File: src/rtl/id_alu_decode_if.sv
// Decode-to-execute bundle: decode-stage inputs and the registered E-stage control word.
interface id_alu_decode_if;
    logic [31:0] dinst;
    logic [63:0] dpc;
    logic        dvalid;
    logic        stall;
    logic        flush;
    logic        evalid;
    logic [63:0] epc;
    logic [3:0]  ealuc;
    logic [63:0] eimm;
    logic        easel;
    logic        ebsel;
    logic [1:0]  eshmask;
    logic        eillegal;

    // Upstream side: supplies the instruction and pipeline control, observes the E slot.
    modport master (
        output dinst, dpc, dvalid, stall, flush,
        input  evalid, epc, ealuc, eimm, easel, ebsel, eshmask, eillegal
    );

    // Decode stage itself.
    modport slave (
        input  dinst, dpc, dvalid, stall, flush,
        output evalid, epc, ealuc, eimm, easel, ebsel, eshmask, eillegal
    );
endinterface

File: src/rtl/id_alu_decode.sv
// RV64 decode stage: turns dinst into the registered ALU control word for execute.
module id_alu_decode (
    input logic           clk,
    input logic           rst,
    id_alu_decode_if.slave bus
);

    localparam logic [6:0] OpcLoad   = 7'b0000011;
    localparam logic [6:0] OpcFence  = 7'b0001111;
    localparam logic [6:0] OpcOpImm  = 7'b0010011;
    localparam logic [6:0] OpcAuipc  = 7'b0010111;
    localparam logic [6:0] OpcOpImmW = 7'b0011011;
    localparam logic [6:0] OpcStore  = 7'b0100011;
    localparam logic [6:0] OpcOp     = 7'b0110011;
    localparam logic [6:0] OpcLui    = 7'b0110111;
    localparam logic [6:0] OpcOpW    = 7'b0111011;
    localparam logic [6:0] OpcBranch = 7'b1100011;
    localparam logic [6:0] OpcJalr   = 7'b1100111;
    localparam logic [6:0] OpcJal    = 7'b1101111;
    localparam logic [6:0] OpcSystem = 7'b1110011;

    localparam logic [3:0] AluAdd = 4'h0, AluSub = 4'h1, AluAnd = 4'h2, AluOr = 4'h3;
    localparam logic [3:0] AluXor = 4'h4, AluSll = 4'h5, AluSrl = 4'h6, AluSra = 4'h7;
    localparam logic [3:0] AluAddw = 4'h8, AluSubw = 4'h9, AluPassA = 4'hA, AluPassB = 4'hB;
    localparam logic [3:0] AluSllw = 4'hD, AluSrlw = 4'hE, AluSraw = 4'hF;

    logic [31:0] inst;
    logic [6:0]  opc;
    logic [2:0]  f3;
    logic [6:0]  f7;
    logic [63:0] imm_i, imm_s, imm_b, imm_u, imm_j;

    logic [3:0]  aluc_c;
    logic [63:0] imm_c;
    logic        asel_c, bsel_c, ill_c;
    logic [1:0]  shm_c;

    logic        evalid_q, easel_q, ebsel_q, eillegal_q;
    logic [63:0] epc_q, eimm_q;
    logic [3:0]  ealuc_q;
    logic [1:0]  eshmask_q;

    assign inst  = bus.dinst;
    assign opc   = inst[6:0];
    assign f3    = inst[14:12];
    assign f7    = inst[31:25];
    assign imm_i = {{52{inst[31]}}, inst[31:20]};
    assign imm_s = {{52{inst[31]}}, inst[31:25], inst[11:7]};
    assign imm_b = {{51{inst[31]}}, inst[31], inst[7], inst[30:25], inst[11:8], 1'b0};
    assign imm_u = {{32{inst[31]}}, inst[31:12], 12'b0};
    assign imm_j = {{43{inst[31]}}, inst[31], inst[19:12], inst[20], inst[30:21], 1'b0};

    // Combinational decode; anything not matched falls through to illegal.
    always_comb begin
        aluc_c = AluAdd;
        imm_c  = '0;
        asel_c = 1'b0;
        bsel_c = 1'b0;
        shm_c  = 2'b00;
        ill_c  = 1'b0;
        unique case (opc)
            OpcOp: begin
                if (f7 == 7'h00) begin
                    case (f3)
                        3'b000:  aluc_c = AluAdd;
                        3'b001:  begin aluc_c = AluSll; shm_c = 2'b01; end
                        3'b100:  aluc_c = AluXor;
                        3'b101:  begin aluc_c = AluSrl; shm_c = 2'b01; end
                        3'b110:  aluc_c = AluOr;
                        3'b111:  aluc_c = AluAnd;
                        default: ill_c = 1'b1;  // slt/sltu: no compare op in the ALU
                    endcase
                end else if (f7 == 7'h20) begin
                    case (f3)
                        3'b000:  aluc_c = AluSub;
                        3'b101:  begin aluc_c = AluSra; shm_c = 2'b01; end
                        default: ill_c = 1'b1;
                    endcase
                end else begin
                    ill_c = 1'b1;
                end
            end
            OpcOpImm: begin
                bsel_c = 1'b1;
                imm_c  = imm_i;
                case (f3)
                    3'b000: aluc_c = AluAdd;
                    3'b100: aluc_c = AluXor;
                    3'b110: aluc_c = AluOr;
                    3'b111: aluc_c = AluAnd;
                    3'b001: begin
                        aluc_c = AluSll;
                        ill_c  = (inst[31:26] != 6'b000000);
                    end
                    3'b101: begin
                        if (inst[31:26] == 6'b000000)      aluc_c = AluSrl;
                        else if (inst[31:26] == 6'b010000) aluc_c = AluSra;
                        else                               ill_c  = 1'b1;
                    end
                    default: ill_c = 1'b1;
                endcase
                // Shifts carry only the shamt so the funct bits never reach the ALU.
                if (f3 == 3'b001 || f3 == 3'b101) begin
                    imm_c = {58'b0, inst[25:20]};
                    shm_c = 2'b01;
                end
            end
            OpcOpW: begin
                if (f7 == 7'h00) begin
                    case (f3)
                        3'b000:  aluc_c = AluAddw;
                        3'b001:  begin aluc_c = AluSllw; shm_c = 2'b10; end
                        3'b101:  begin aluc_c = AluSrlw; shm_c = 2'b10; end
                        default: ill_c = 1'b1;
                    endcase
                end else if (f7 == 7'h20) begin
                    case (f3)
                        3'b000:  aluc_c = AluSubw;
                        3'b101:  begin aluc_c = AluSraw; shm_c = 2'b10; end
                        default: ill_c = 1'b1;
                    endcase
                end else begin
                    ill_c = 1'b1;
                end
            end
            OpcOpImmW: begin
                bsel_c = 1'b1;
                imm_c  = imm_i;
                case (f3)
                    3'b000: aluc_c = AluAddw;
                    3'b001: begin
                        aluc_c = AluSllw;
                        ill_c  = (f7 != 7'b0000000);
                    end
                    3'b101: begin
                        if (f7 == 7'b0000000)      aluc_c = AluSraw - 4'h1;
                        else if (f7 == 7'b0100000) aluc_c = AluSraw;
                        else                       ill_c  = 1'b1;
                    end
                    default: ill_c = 1'b1;
                endcase
                if (f3 == 3'b001 || f3 == 3'b101) begin
                    imm_c = {59'b0, inst[24:20]};
                    shm_c = 2'b10;
                end
            end
            OpcLui:   begin aluc_c = AluPassB; imm_c = imm_u; bsel_c = 1'b1; end
            OpcAuipc: begin aluc_c = AluAdd; imm_c = imm_u; asel_c = 1'b1; bsel_c = 1'b1; end
            OpcLoad:  begin aluc_c = AluAdd; imm_c = imm_i; bsel_c = 1'b1; end
            OpcStore: begin aluc_c = AluAdd; imm_c = imm_s; bsel_c = 1'b1; end
            OpcBranch:              begin aluc_c = AluPassA; imm_c = imm_b; end
            OpcJal:                 begin aluc_c = AluPassA; imm_c = imm_j; end
            OpcJalr:                begin aluc_c = AluPassA; imm_c = imm_i; end
            OpcFence, OpcSystem:    aluc_c = AluPassA;
            default:                ill_c = 1'b1;
        endcase
        // Illegal slot presents a fixed, harmless control word.
        if (ill_c) begin
            aluc_c = AluPassA;
            imm_c  = '0;
            asel_c = 1'b0;
            bsel_c = 1'b0;
            shm_c  = 2'b00;
        end
    end

    // E-stage register: rst > flush > stall > load (bubble when dvalid is low).
    always_ff @(posedge clk) begin
        if (rst || bus.flush || (!bus.stall && !bus.dvalid)) begin
            evalid_q   <= 1'b0;
            epc_q      <= '0;
            ealuc_q    <= AluAdd;
            eimm_q     <= '0;
            easel_q    <= 1'b0;
            ebsel_q    <= 1'b0;
            eshmask_q  <= 2'b00;
            eillegal_q <= 1'b0;
        end else if (!bus.stall) begin
            evalid_q   <= 1'b1;
            epc_q      <= bus.dpc;
            ealuc_q    <= aluc_c;
            eimm_q     <= imm_c;
            easel_q    <= asel_c;
            ebsel_q    <= bsel_c;
            eshmask_q  <= shm_c;
            eillegal_q <= ill_c;
        end
    end

    assign bus.evalid   = evalid_q;
    assign bus.epc      = epc_q;
    assign bus.ealuc    = ealuc_q;
    assign bus.eimm     = eimm_q;
    assign bus.easel    = easel_q;
    assign bus.ebsel    = ebsel_q;
    assign bus.eshmask  = eshmask_q;
    assign bus.eillegal = eillegal_q;

endmodule
File: src/flat_wrapper.sv
// flat-port wrapper written by rule: the top's interface ports become plain ports
module id_alu_decode_flat 
  (clk, rst, bus_dinst, bus_dpc, bus_dvalid, bus_stall, bus_flush, bus_evalid, bus_epc, bus_ealuc, bus_eimm, bus_easel, bus_ebsel, bus_eshmask, bus_eillegal);
  id_alu_decode_if bus_i ();
  input logic clk;
  input logic rst;
  input wire logic [$bits(bus_i.dinst)-1:0] bus_dinst;
  input wire logic [$bits(bus_i.dpc)-1:0] bus_dpc;
  input wire logic [$bits(bus_i.dvalid)-1:0] bus_dvalid;
  input wire logic [$bits(bus_i.stall)-1:0] bus_stall;
  input wire logic [$bits(bus_i.flush)-1:0] bus_flush;
  output wire logic [$bits(bus_i.evalid)-1:0] bus_evalid;
  output wire logic [$bits(bus_i.epc)-1:0] bus_epc;
  output wire logic [$bits(bus_i.ealuc)-1:0] bus_ealuc;
  output wire logic [$bits(bus_i.eimm)-1:0] bus_eimm;
  output wire logic [$bits(bus_i.easel)-1:0] bus_easel;
  output wire logic [$bits(bus_i.ebsel)-1:0] bus_ebsel;
  output wire logic [$bits(bus_i.eshmask)-1:0] bus_eshmask;
  output wire logic [$bits(bus_i.eillegal)-1:0] bus_eillegal;
  assign bus_i.dinst = bus_dinst;
  assign bus_i.dpc = bus_dpc;
  assign bus_i.dvalid = bus_dvalid;
  assign bus_i.stall = bus_stall;
  assign bus_i.flush = bus_flush;
  assign bus_evalid = bus_i.evalid;
  assign bus_epc = bus_i.epc;
  assign bus_ealuc = bus_i.ealuc;
  assign bus_eimm = bus_i.eimm;
  assign bus_easel = bus_i.easel;
  assign bus_ebsel = bus_i.ebsel;
  assign bus_eshmask = bus_i.eshmask;
  assign bus_eillegal = bus_i.eillegal;
  id_alu_decode u_core (.clk(clk), .rst(rst), .bus(bus_i));
endmodule
File: config.mk
export PLATFORM = sky130hd
export DESIGN_NAME = id_alu_decode_flat
export DESIGN_NICKNAME = d
export VERILOG_FILES = /design/src/rtl/id_alu_decode_if.sv /design/src/rtl/id_alu_decode.sv /design/src/flat_wrapper.sv
export SDC_FILE = /design/constraint.sdc
export NUM_CORES = 1
export LEC_CHECK = 0
export CAP_MARGIN = 25
export CELL_PAD_IN_SITES_DETAIL_PLACEMENT = 2
export CELL_PAD_IN_SITES_GLOBAL_PLACEMENT = 2
export CORE_MARGIN = 5
export CORE_UTILIZATION = 23
export CTS_CLUSTER_DIAMETER = 60
export DETAILED_ROUTE_END_ITERATION = 7
export PLACE_DENSITY_LB_ADDON = 0.25
export SLEW_MARGIN = 10
export SYNTH_ARGS = -nofsm -noshare
export SYNTH_HDL_FRONTEND = slang
export SYNTH_SLANG_ARGS = --single-unit
File: constraint.sdc
create_clock -name clk -period 2.5 [get_ports clk]
set_clock_uncertainty 0.1 [all_clocks]
set_input_delay 0.625 -clock clk [delete_from_list [all_inputs] [get_ports clk]]
set_output_delay 0.625 -clock clk [all_outputs]
set_load 0.05 [all_outputs]
==> impl_metrics.tcl <==
set metrics [dict create \
    cp_data_arrival_time_ns 2.63 \
    cp-end-kind "flip-flop" \
    synth_warnings 0 \
    place.gp.congestion 0.870 \
    worstHoldEndpoint "u_core.bus.eimm[4]$_SDFFE_PP0N_" \
    finalNetCount 929 \
    core_mm2 0.0218 \
    maxCapViolations 0 \
    yosysTopAreaCellShare_pct 41.8 \
    rr_worst_depth 3 \
    reg2reg_setup_slack_ns 1.46 \
    ys_seq_area_share_pct 41.8 \
    grt_pass1_vias 5947 \
    start_kind "primary input" \
    cts-root-buf "clkbuf_16" \
    synth_fa_ha_area_share_pct 0 \
    grt_pass1_wl_um 33300 \
    whs_path_depth 2 \
    synth.avg_cell_area_um2 9.20 \
    synth.area.top_cells "dfxtp_1, mux2i_1, nor2_1" \
    initial_core_util_pct 23.3 \
    synth_area_mm2 0.00508 \
    ys_seq_elements 106 \
    hold_viol_final 0 \
    synth.area.mux_share_pct 12.6 \
    cts_made_buffers 9 \
    cp.required_ns 2.67 \
    synthXorXnorAreaFrac_pct 0.172 \
    wl_per_cell_um 20.0 \
    min_path_type "reg -> reg" \
    cts_sinks 106 \
    yosys-top-cells-count "dfxtp_1, nor2_1, mux2i_1" \
    gr-usage-all-layers_pct 17.0 \
    cts_tree "built" \
    routed_wl_um 22300 \
    drc_errors 0 \
    slew_violations 0 \
    powerDensity_mw_per_mm2 445 \
    synth_cell_type_count 59 \
    status "complete, no violations" \
    die_x_um 159 \
    finalSetupViolCount 0 \
    antenna_found_initial 1 \
    drtIter0Drc 142 \
    num_io_pins 239 \
    crit_type "in -> reg" \
    synthCells 552 \
    antenna_left 0 \
    area_growth_pct 80.1 \
    synthArstFlopShare_pct 0 \
    power.leakage_nw 3.54 \
    synth_nets 653 \
    std_cell_rows 54 \
    tightest_slew_ns 0.585 \
    synth_top_family_by_area "simple AND/OR/NAND/NOR gates" \
    synth_edf_count 0 \
    dp.final_hpwl_um 17600 \
    slew-limit-headroom_pct 60.9 \
    yosysTopAreaCell "dfxtp_1" \
    period_minus_slack_ns 2.46 \
    grt_max_degree 45 \
    grt-ovfl-total 0 \
    period_share_pct 98.4 \
    clkTransAtPathRegs_ns 0.08 \
    max-clock-path-buffers 2 \
    hold-worst-slack_ns 0.362 \
    htreeDepth 3 \
    dr_total_vias 5182 \
    yosys.area_share.simple_pct 18.5 \
    synth_compound_area_share_pct 18.1 \
    timing.rr.end "u_core.bus.eimm[62]$_SDFFE_PP0N_" \
    peakVddDrop_uv 288 \
    die-area_mm2 0.0251 \
    io_buffers 238 \
    insertion_delay_ns 0.35 \
    min_from "u_core.bus.eimm[4]$_SDFFE_PP0N_" \
    synth_most_common_cell "dfxtp_1" \
    synth_flop_cell "dfxtp_1" \
    vias_per_cell 4.65 \
    drtPass1Iterations 4 \
    fmax_mhz 406 \
    finalPower_mw 4.07 \
    rr_startpoint "u_core.bus.eimm[62]$_SDFFE_PP0N_" \
    layout-drive-gt1-share_pct 25.9 \
    die-height_um 159 \
    crit_fanout 11 \
]
==> per-layer routing <==
metal  track usage (%)  routed length [um]  share of wire [%]
met5                 0                   0                  0
met2              30.9               11600                 52
met4              2.97                 218               0.98
met3              7.04                1900                8.5
met1              18.7                8560                 38
==> through the flow <==
step                      setup WS (ns)  cell area [um^2]  setup TNS [ns]  utilization [%]  std cells
after global placement           -0.535              8550          -17.95             39.3       1091
after CTS                       0.00228              8960               0             41.2       1111
after floorplan                   0.199              5080               0                -        552
final                            0.0400              9150               0             42.0       1114
after detailed placement         -0.634              8550          -20.69             39.3       1091
after global routing          -0.000782              9140       -0.000788             42.0       1113
==> state kept, by name, indices dropped and copies added (netlist names) <==
name and cells:
u_core.bus.eshmask 2, u_core.bus.evalid 1, u_core.bus.eillegal 1, u_core.bus.ebsel 1, u_core.bus.eimm 32, u_core.bus.easel 1
u_core.bus.ealuc 4, u_core.bus.epc 64
==> report_power, final <==
group / leakage, nW / total (mW) / internal, mW / switching, mW
Sequential: 0.859 / 1.74 / 1.72 / 0.0177
Clock: 0.153 / 1.56 / 0.809 / 0.749
Combinational: 2.53 / 0.774 / 0.370 / 0.404
==> what timing repair did <==
item                                    CTS  global route
resized for setup                        21            40
pin swaps                                 7             8
gates cloned                              0             1
hold buffers                              0             0
endpoints found under the setup margin   39            38
buffers inserted                          4             1
==> kinds of logic (layout without fill, tap and decap cells) <==
logic type | count (synthesis) | after routing
DFF | 106 | 106
AOI/OAI and AO/OA | 114 | 114
buffers and inverters | 78 | 359
xor gates and xnor gates | 1 | 1
other | 0 | 1
muxes | 64 | 64
and+or+nand+nor | 189 | 189
==> worst max path at each step <==
stage / to / slack, ns / start
floorplan: u_core.bus.ealuc[2]$_SDFFE_PP0N_ / 0.20 / bus_dinst[3]
global placement: u_core.bus.ealuc[1]$_SDFFE_PP0N_ / -0.54 / bus_dinst[25]
detailed placement: u_core.bus.ebsel$_SDFFE_PP0N_ / -0.63 / bus_dinst[25]
CTS: u_core.bus.ealuc[2]$_SDFFE_PP0N_ / 0.002 / bus_dinst[6]
global route: u_core.bus.eimm[5]$_SDFFE_PP0N_ / -0.0008 / bus_dinst[28]
finish: u_core.bus.eimm[11]$_SDFFE_PP0N_ / 0.04 / bus_dinst[31]
==> critical path, stage by stage <==
cell and delay, ns:
dlygate4sd2_1 0.33, nor4_4 0.33, nand2_2 0.13, a2111oi_4 0.29, o32a_2 0.24, nand4_4 0.12
buf_4 0.18, buf_12 0.15, o31ai_2 0.24
==> layout make-up <==
class / instances / area [um^2]
fillers: 2299 / 12600
repair buffers: 339 / 3600
multi-input cells: 368 / 2730
flip-flops and latches: 106 / 2120
well taps: 280 / 350
clock buffers: 9 / 225
clock inverters: 7 / 93.8
inverters: 4 / 15.0
diodes: 1 / 2.50
==> placed cells by master, fill, tap and decap left out, types with 4 or more instances in the layout <==
cell type        netlist  layout
dlymetal6s2s_1         0       8
inv_1                  4       4
a32o_1                 6       6
a22oi_1                5       5
dfxtp_1              106     106
nor2_1                83      80
clkbuf_16              0       9
mux2i_1               64      64
nor3_1                 5       4
buf_4                 32      89
clkdlybuf4s50_1        0     188
nor4b_2                1       5
nand2_1               41      40
o31ai_2               22      18
nand2b_1               6       4
o21ai_0               11       9
a21oi_1               34      31
buf_6                  3       4
nand3_1                8       8
dlygate4sd2_1          0       5
o31ai_1                6       5
a31oi_1                4       4
nor2b_1               11       8
buf_12                 0      42
o31ai_4                0       5
(Power assumes the default switching activity.)
